--- src/rtl/spi_reg_ctrl.sv ---
`default_nettype none
// +----------------------------------------------------------------------------+
// | spi_reg_ctrl : SPI mode-0 slave that turns command/data bytes into         |
// |                register-file writes and MISO read-back.                    |
// | Revision     : 1.0                                                         |
// +----------------------------------------------------------------------------+
module spi_reg_ctrl #(
  parameter int NUM_REGS    = 8,
  parameter int ADDR_W      = 3,
  parameter int SYNC_STAGES = 2
) (
  input  logic              clk,
  input  logic              rst,
  input  logic              spi_cs_n,
  input  logic              spi_sck,
  input  logic              spi_mosi,
  output logic              spi_miso,
  output logic [ADDR_W-1:0] reg_addr,
  output logic [7:0]        reg_wdata,
  output logic              reg_wr_en,
  input  logic [7:0]        reg_rdata,
  output logic              busy,
  output logic              cmd_err
);

  typedef enum logic [2:0] {
    IDLE    = 3'd0,
    CMD     = 3'd1,
    WRITE   = 3'd2,
    READ    = 3'd3,
    DISCARD = 3'd4
  } state_t;

  localparam logic [ADDR_W-1:0] c_addr_one = {{(ADDR_W-1){1'b0}}, 1'b1};

  logic [SYNC_STAGES-1:0] cs_n_q, cs_n_d;
  logic [SYNC_STAGES-1:0] sck_q, sck_d;
  logic [SYNC_STAGES-1:0] mosi_q, mosi_d;

  state_t            state_q, state_d;
  logic [2:0]        bit_cnt_q, bit_cnt_d;
  logic [7:0]        rx_q, rx_d;
  logic [7:0]        tx_q, tx_d;
  logic [ADDR_W-1:0] addr_q, addr_d;
  logic [7:0]        wdata_q, wdata_d;
  logic              wr_en_q, wr_en_d;
  logic              cmd_err_q, cmd_err_d;
  logic              busy_q, busy_d;
  logic              miso_q, miso_d;
  logic              byte_done_q, byte_done_d;
  logic              load_q, load_d;

  logic cs_n_s;
  logic mosi_s;
  logic sck_rise;
  logic sck_fall;
  logic cmd_bad;

  // Index 0 is the stage nearest the pin; the last stage is the synced value.
  assign cs_n_s   = cs_n_q[SYNC_STAGES-1];
  assign mosi_s   = mosi_q[SYNC_STAGES-1];
  assign sck_rise = sck_q[SYNC_STAGES-2] & ~sck_q[SYNC_STAGES-1];
  assign sck_fall = ~sck_q[SYNC_STAGES-2] & sck_q[SYNC_STAGES-1];
  assign cmd_bad  = |(rx_q[6:0] >> ADDR_W);

  always_comb begin
    cs_n_d      = {cs_n_q[SYNC_STAGES-2:0], spi_cs_n};
    sck_d       = {sck_q[SYNC_STAGES-2:0], spi_sck};
    mosi_d      = {mosi_q[SYNC_STAGES-2:0], spi_mosi};
    state_d     = state_q;
    bit_cnt_d   = bit_cnt_q;
    rx_d        = rx_q;
    tx_d        = tx_q;
    addr_d      = addr_q;
    wdata_d     = wdata_q;
    wr_en_d     = 1'b0;
    cmd_err_d   = 1'b0;
    byte_done_d = 1'b0;
    load_d      = 1'b0;

    // Burst write: advance the address the clock after each strobe.
    if (wr_en_q) begin
      addr_d = addr_q + c_addr_one;
    end

    if (cs_n_s && (state_q != IDLE)) begin
      state_d   = IDLE;
      bit_cnt_d = 3'd0;
      if ((state_q == WRITE) && byte_done_q) begin
        wdata_d = rx_q;
        wr_en_d = 1'b1;
      end
    end else begin
      case (state_q)
        IDLE: begin
          bit_cnt_d = 3'd0;
          if (!cs_n_s) begin
            state_d = CMD;
          end
        end
        CMD, WRITE, READ: begin
          if (sck_rise) begin
            rx_d        = {rx_q[6:0], mosi_s};
            bit_cnt_d   = bit_cnt_q + 3'd1;
            byte_done_d = (bit_cnt_q == 3'd7);
          end
          // The fall that ends a byte (bit_cnt back at 0) must not shift:
          // the freshly loaded MSB has to survive until the next rise.
          if ((state_q == READ) && sck_fall && (bit_cnt_q != 3'd0)) begin
            tx_d = {tx_q[6:0], 1'b0};
          end
          if (byte_done_q) begin
            case (state_q)
              CMD: begin
                if (cmd_bad) begin
                  cmd_err_d = 1'b1;
                  state_d   = DISCARD;
                end else begin
                  addr_d  = rx_q[ADDR_W-1:0];
                  state_d = rx_q[7] ? READ : WRITE;
                  load_d  = rx_q[7];
                  tx_d    = 8'h00;
                end
              end
              WRITE: begin
                wdata_d = rx_q;
                wr_en_d = 1'b1;
              end
              READ: begin
                addr_d = addr_q + c_addr_one;
                load_d = 1'b1;
              end
              default: ;
            endcase
          end
        end
        DISCARD: ;
        default: state_d = IDLE;
      endcase
    end

    // reg_rdata follows reg_addr, so the load waits one clock for the new address.
    if (load_q) begin
      tx_d = reg_rdata;
    end

    busy_d = (state_d != IDLE);
    miso_d = (state_d == READ) ? tx_d[7] : 1'b0;
  end

  always_ff @(posedge clk or posedge rst) begin
    if (rst) begin
      cs_n_q      <= {SYNC_STAGES{1'b1}};
      sck_q       <= '0;
      mosi_q      <= '0;
      state_q     <= IDLE;
      bit_cnt_q   <= 3'd0;
      rx_q        <= 8'h00;
      tx_q        <= 8'h00;
      addr_q      <= '0;
      wdata_q     <= 8'h00;
      wr_en_q     <= 1'b0;
      cmd_err_q   <= 1'b0;
      busy_q      <= 1'b0;
      miso_q      <= 1'b0;
      byte_done_q <= 1'b0;
      load_q      <= 1'b0;
    end else begin
      cs_n_q      <= cs_n_d;
      sck_q       <= sck_d;
      mosi_q      <= mosi_d;
      state_q     <= state_d;
      bit_cnt_q   <= bit_cnt_d;
      rx_q        <= rx_d;
      tx_q        <= tx_d;
      addr_q      <= addr_d;
      wdata_q     <= wdata_d;
      wr_en_q     <= wr_en_d;
      cmd_err_q   <= cmd_err_d;
      busy_q      <= busy_d;
      miso_q      <= miso_d;
      byte_done_q <= byte_done_d;
      load_q      <= load_d;
    end
  end

  assign spi_miso  = miso_q;
  assign reg_addr  = addr_q;
  assign reg_wdata = wdata_q;
  assign reg_wr_en = wr_en_q;
  assign busy      = busy_q;
  assign cmd_err   = cmd_err_q;

endmodule
`default_nettype wire

--- config.mk ---
export PLATFORM = sky130hd
export DESIGN_NAME = spi_reg_ctrl
export DESIGN_NICKNAME = d
export VERILOG_FILES = /design/src/rtl/spi_reg_ctrl.sv
export SDC_FILE = /design/constraint.sdc
export NUM_CORES = 1
export LEC_CHECK = 0
export CORE_MARGIN = 2
export CORE_UTILIZATION = 48
export DETAILED_ROUTE_END_ITERATION = 12
export PLACE_DENSITY_LB_ADDON = 0.1
export SLEW_MARGIN = 20
export SYNTH_ARGS = -nofsm -noshare
export SYNTH_HDL_FRONTEND = slang
export SYNTH_SLANG_ARGS = --single-unit
--- constraint.sdc ---
create_clock -name clk -period 1.55 [get_ports clk]
set_input_delay 0.465 -clock clk [delete_from_list [all_inputs] [get_ports clk]]
set_output_delay 0.465 -clock clk [all_outputs]
set_load 0.01 [all_outputs]
# Word level (Yosys, flattened, before mapping)
# Index checks and enable logic that the tools add are counted.
# totals
output_inout_bits,15
input_bits,13
ff_bits,45
wordCells,98
# op_classes
n_addsub,2
muxes,47
n_reduce_logical,19
n_eq_ne,9
bitwise,5
# ops
op,n
two-way mux 8 bit,12
two-way mux 3 bit,12
two-way mux 1 bit,19
one-hot mux 3 bit (2 select lines),2
nonzero test 3 bit,4
== test 3 x 2 -> 1 bit (second input constant),3
one-hot mux 3 bit (3 select lines),1
nonzero test 2 bit,4
adder 3 x 1 -> 3 bit (second input constant),2
== test 3 bit (second input constant),2
logical AND 1 bit,4
AND reduction 2 bit,2
AND reduction 4 bit,1
OR reduction 4 bit,1
== test 3 x 1 -> 1 bit (second input constant),1
zero test 3 bit,1
!= test 3 bit (second input constant),1
NOT 1 bit,3
AND reduction 3 bit,1
OR reduction 3 bit,1
AND 1 bit,2
!= test 2 x 1 -> 1 bit (second input constant),1
!= test 2 bit (second input constant),1
one-hot mux 1 bit (2 select lines),1

# Depth between registers and ports, before layout
# logic_depth
word_depth,12
depth_mapped,7
depth_no_buf,6

# Worst setup path after synthesis
# Ideal clock, no wire load.
# synth_path
path_kind,register -> register
from,register rx_q[6]
to,"register busy_q, in the netlist busy"
t_arrival_ns,1.523
slack_ns,-0.105
path_stages_with_launch,5
synth_period_minus_slack_ns,1.655
cell_sequence,dfrtp_1 -> or4_4 -> a31oi_1 -> nor3_1 -> or3_1
# synth_between
elab_chain_cells,7
# synth_lines
element,line,text
start: declaration,42,"logic [7:0] rx_q, rx_d;"
start signal: assignment,174,rx_q <= rx_d;
OR reduction 4 bit,64,assign cmd_bad = |(rx_q[6:0] >> ADDR_W);
two-way mux 3 bit,115,if (cmd_bad) begin
two-way mux 3 bit,113,case (state_q)
two-way mux 3 bit,112,if (byte_done_q) begin
one-hot mux 3 bit (3 select lines),94,case (state_q)
two-way mux 3 bit,86,if (cs_n_s && (state_q != IDLE)) begin
via state_d[2],40,"state_t state_q, state_d;"
nonzero test 3 bit,147,busy_d = (state_d != IDLE);
via busy_d,48,"logic busy_q, busy_d;"
end signal: assignment,180,busy_q <= busy_d;
end: declaration,48,
# The timed path passes the listed nets, and every way through them passes these cells.
# A chain may end at the register's enable or synchronous reset.

# Final worst setup path
# layout_path
from,register rx_q[3]
to,"register busy_q, in the netlist busy"
# Same word-level chain as after synthesis.

==> flow_summary.json <==
{
  "hold_path_startpoint": "mosi_q[0]",
  "grtUsageTotal": 0.193,
  "synth.net_count": 180,
  "viasPerCell": 5.32,
  "grt_pass1_wl_mm": 6.38,
  "yosys.area_share.simple": 0.126,
  "met2_length_mm": 2.14,
  "drc": 0,
  "slew_headroom": 0.793,
  "crit_fanout": 3,
  "status": "finished with violations",
  "start_util": 0.497,
  "clkSinkCount": 45,
  "synth_edf_count": 0,
  "drt_iter0_drc": 73,
  "cp.arrival_ns": 1.78,
  "final.fill_count": 289,
  "post-route-period-util": 1.04,
  "die_w_um": 68.1,
  "crit_start": "rx_q[3]",
  "grt_max_degree": 46,
  "cts.hold.buffers_added": 0,
  "wl_met1_mm": 1.67,
  "yosys.area.top_type_share": 0.545,
  "final_layout_size_suffix_gt1_frac": 0.283,
  "grt_setup_unrepaired": "yes",
  "core.rowCount": 23,
  "critPathKind": "reg2reg",
  "antenna_cells": 0,
  "fmax_ghz": 0.623,
  "ant_nets": 0,
  "synth_xor_area_frac": 0.0133,
  "io_buffers": 27,
  "violations": "setup timing",
  "firstDrtPassIters": 4,
  "cts_htree_levels": 2,
  "clock_latency_ns": 0.30,
  "min_path_cells": 0,
  "r2r_slack_ns": -0.06,
  "synth_top_family_by_area": "simple AND/OR/NAND/NOR gates",
  "whs_endpoint": "mosi_q[1]",
  "synthCells": 163,
  "gp_congestion": 0.859,
  "grt_pass1_vias": 1443,
  "design.die.area_mm2": 0.00464,
  "cts_tree": "built",
  "syn_to_final_growth_pct": 34.4,
  "ioPinCount": 28,
  "grt-ovfl-total": 0,
  "synth.mux.area_fraction": 0.102,
  "ctsRootBufferMaster": "clkbuf_8",
  "ys_ff_latch": 45,
  "rr_startpoint": "rx_q[3]",
  "finalSetupViolCount": 8,
  "reg2reg_depth": 4,
  "total_leakage_power_uw": 0.00129,
  "routed_wl_mm": 4.04,
  "ys_warn_count": 0,
  "fin_ws_ns": -0.0558,
  "r2r-end": "busy",
  "ir_worst_vdd_uv": 549,
  "core_region_area_mm2": 0.00397,
  "wl_per_cell_um": 15.0,
  "whs_ns": 0.357,
  "synth_compound_area_frac": 0.121,
  "maxCapViolations": 0,
  "async_flop_share": 1.00,
  "post_dp_cell_area_mm2": 0.00245,
  "grt_antenna_before_repair": 0,
  "min_period_ns": 1.61,
  "maxSlewViolCount": 0,
  "cp_slowest_cell": "or4_4",
  "synth_ff_type": "dfrtp_1",
  "routed-wl-met3_um": 162,
  "nets": 235,
  "mappedNetlistArea_mm2": 0.00197,
  "fin_skew_ns": 0.00302,
  "dieHeight_um": 68.1,
  "dp_hpwl_mm": 2.87,
  "dp_cells": 254,
  "total_power_uw": 2380,
  "via_count": 1430,
  "cpPeakStageDelay_ns": 0.58,
  "synth_seq_area_share": 0.572,
  "numCtsBuffers": 5,
  "cts_buffer_depth": 2,
  "yosys.area.top_type": "dfrtp_1",
  "synthAdderAreaFrac": 0.0253,
  "clkTransAtPathRegs_ns": 0.08,
  "synthTopCellsByArea": "dfrtp_1 54%, mux2_2 5.1%, mux2_1 4.6%",
  "power_density_mw_per_mm2": 899,
  "ys_types": 45,
  "cp_cell_sequence": "or4_4 -> a31oi_4 -> nor3_2 -> or3_1",
  "end_kind": "flop",
  "worstMarginPinSlew_ns": 0.310,
  "synth_area_per_cell_um2": 12.1,
  "hp-class": "reg2reg",
  "final-hold-violation-count": 0,
  "startpoint_type": "flop",
  "highest_layer": "met4",
  "final_cell_area_mm2": 0.00265,
  "final_cells": 269,
  "cp_data_required_time_ns": 1.73
}
==> per-stage QoR <==
stage	setup WS, ns	TNS, ns	utilization
floorplan	-0.0444	-0.0444	-
global placement	-0.0403	-0.0642	0.616
detailed placement	-0.110	-0.252	0.616
CTS	-0.0995	-0.299	0.651
global route	-0.111	-0.981	0.668
finish	-0.0558	-0.130	0.668
==> what timing repair did <==
action,in CTS,in global routing
pin swaps,5,6
endpoints found under the setup margin,28,27
gates cloned,0,1
buffers inserted,3,3
resized for setup,23,9
==> registers in the layout (all words and copies together), names as in the netlist <==
name         flops
reg_wdata        8
rx_q             8
tx_q             8
bit_cnt_q        3
reg_addr         3
state_q          3
cs_n_q           2
mosi_q           2
sck_q            2
busy             1
byte_done_q      1
cmd_err          1
load_q           1
reg_wr_en        1
spi_miso         1
==> where the power goes <==
part | total, uW | switching, uW | leakage [uW] | internal (uW)
sequential | 1290 | 54.2 | 0.000557 | 1230
combinational | 356 | 163 | 0.000684 | 193
clock | 740 | 376 | 0.0000455 | 364
total | 2380 | 594 | 0.00129 | 1790
==> logic make-up (layout without fill, tap and decap cells) <==
logic type / Yosys count / after routing
AOI/OAI and AO/OA: 32 / 32
buffers and inverters: 20 / 76
adders and majority gates: 4 / 4
muxes: 18 / 18
DFF: 45 / 45
xor gates and xnor gates: 3 / 3
and+or+nand+nor: 41 / 41
==> Yosys cell counts (2+ instances only) <==
cell type,count
dfrtp_1,43
inv_1,13
mux2_2,9
mux2_1,8
o31ai_1,8
nand2_1,7
nor2_1,7
a32oi_1,6
nor2b_1,5
a21oi_1,4
ha_1,4
nand2b_1,4
a22oi_1,3
clkbuf_1,3
o22ai_1,3
a22o_1,2
and3_1,2
buf_1,2
dfstp_2,2
nor3_1,2
xor2_1,2
==> worst max-delay path, delay by kind of cell, from the launching register on <==
family / cells / cell delay [ns]
AO/OA/AOI/OAI: 1 / 0.16
AND/OR/NAND/NOR: 3 / 0.95
flip-flops: 1 / 0.38
==> metal layers <==
metal	vias to the layer above	track usage
li1	696	-
met1	709	0.214
met2	20	0.335
met3	5	0.0625
met4	0	0.0900
met5	-	0
==> cell usage in the layout, fill, tap and decap left out, drive strengths merged, types with 3 or more instances in the layout <==
cell type / instances
dfrtp: 43
buf: 28
mux2: 17
dlygate4sd2: 15
inv: 13
clkdlybuf4s50: 12
o31ai: 8
nand2: 8
clkbuf: 8
nor2: 7
a32oi: 6
nor2b: 5
nand2b: 4
a21oi: 4
ha: 4
o22ai: 3
a22oi: 3
nor3: 3
==> cell type report <==
| type | count | area, um^2 | area share |
|---|---|---|---|
| inverter | 13 | 48.8 | 0.0184 |
| clock buffer | 8 | 90.1 | 0.0339 |
| timing repair buffer | 55 | 475 | 0.179 |
| multi-input combinational | 98 | 846 | 0.319 |
| tap | 50 | 62.6 | 0.0236 |
| sequential | 45 | 1130 | 0.426 |
==> how the worst max path moves through the flow <==
stage | cells after the start | slack (ns) | to
2_1_floorplan | 4 | -0.04 | busy
3_3_place_gp | 4 | -0.04 | busy
3_5_place_dp | 4 | -0.11 | busy
4_1_cts | 6 | -0.1 | spi_miso
5_1_grt | 4 | -0.11 | busy
6_report | 4 | -0.06 | busy
Note: power is estimated with default switching activity, not from simulation.
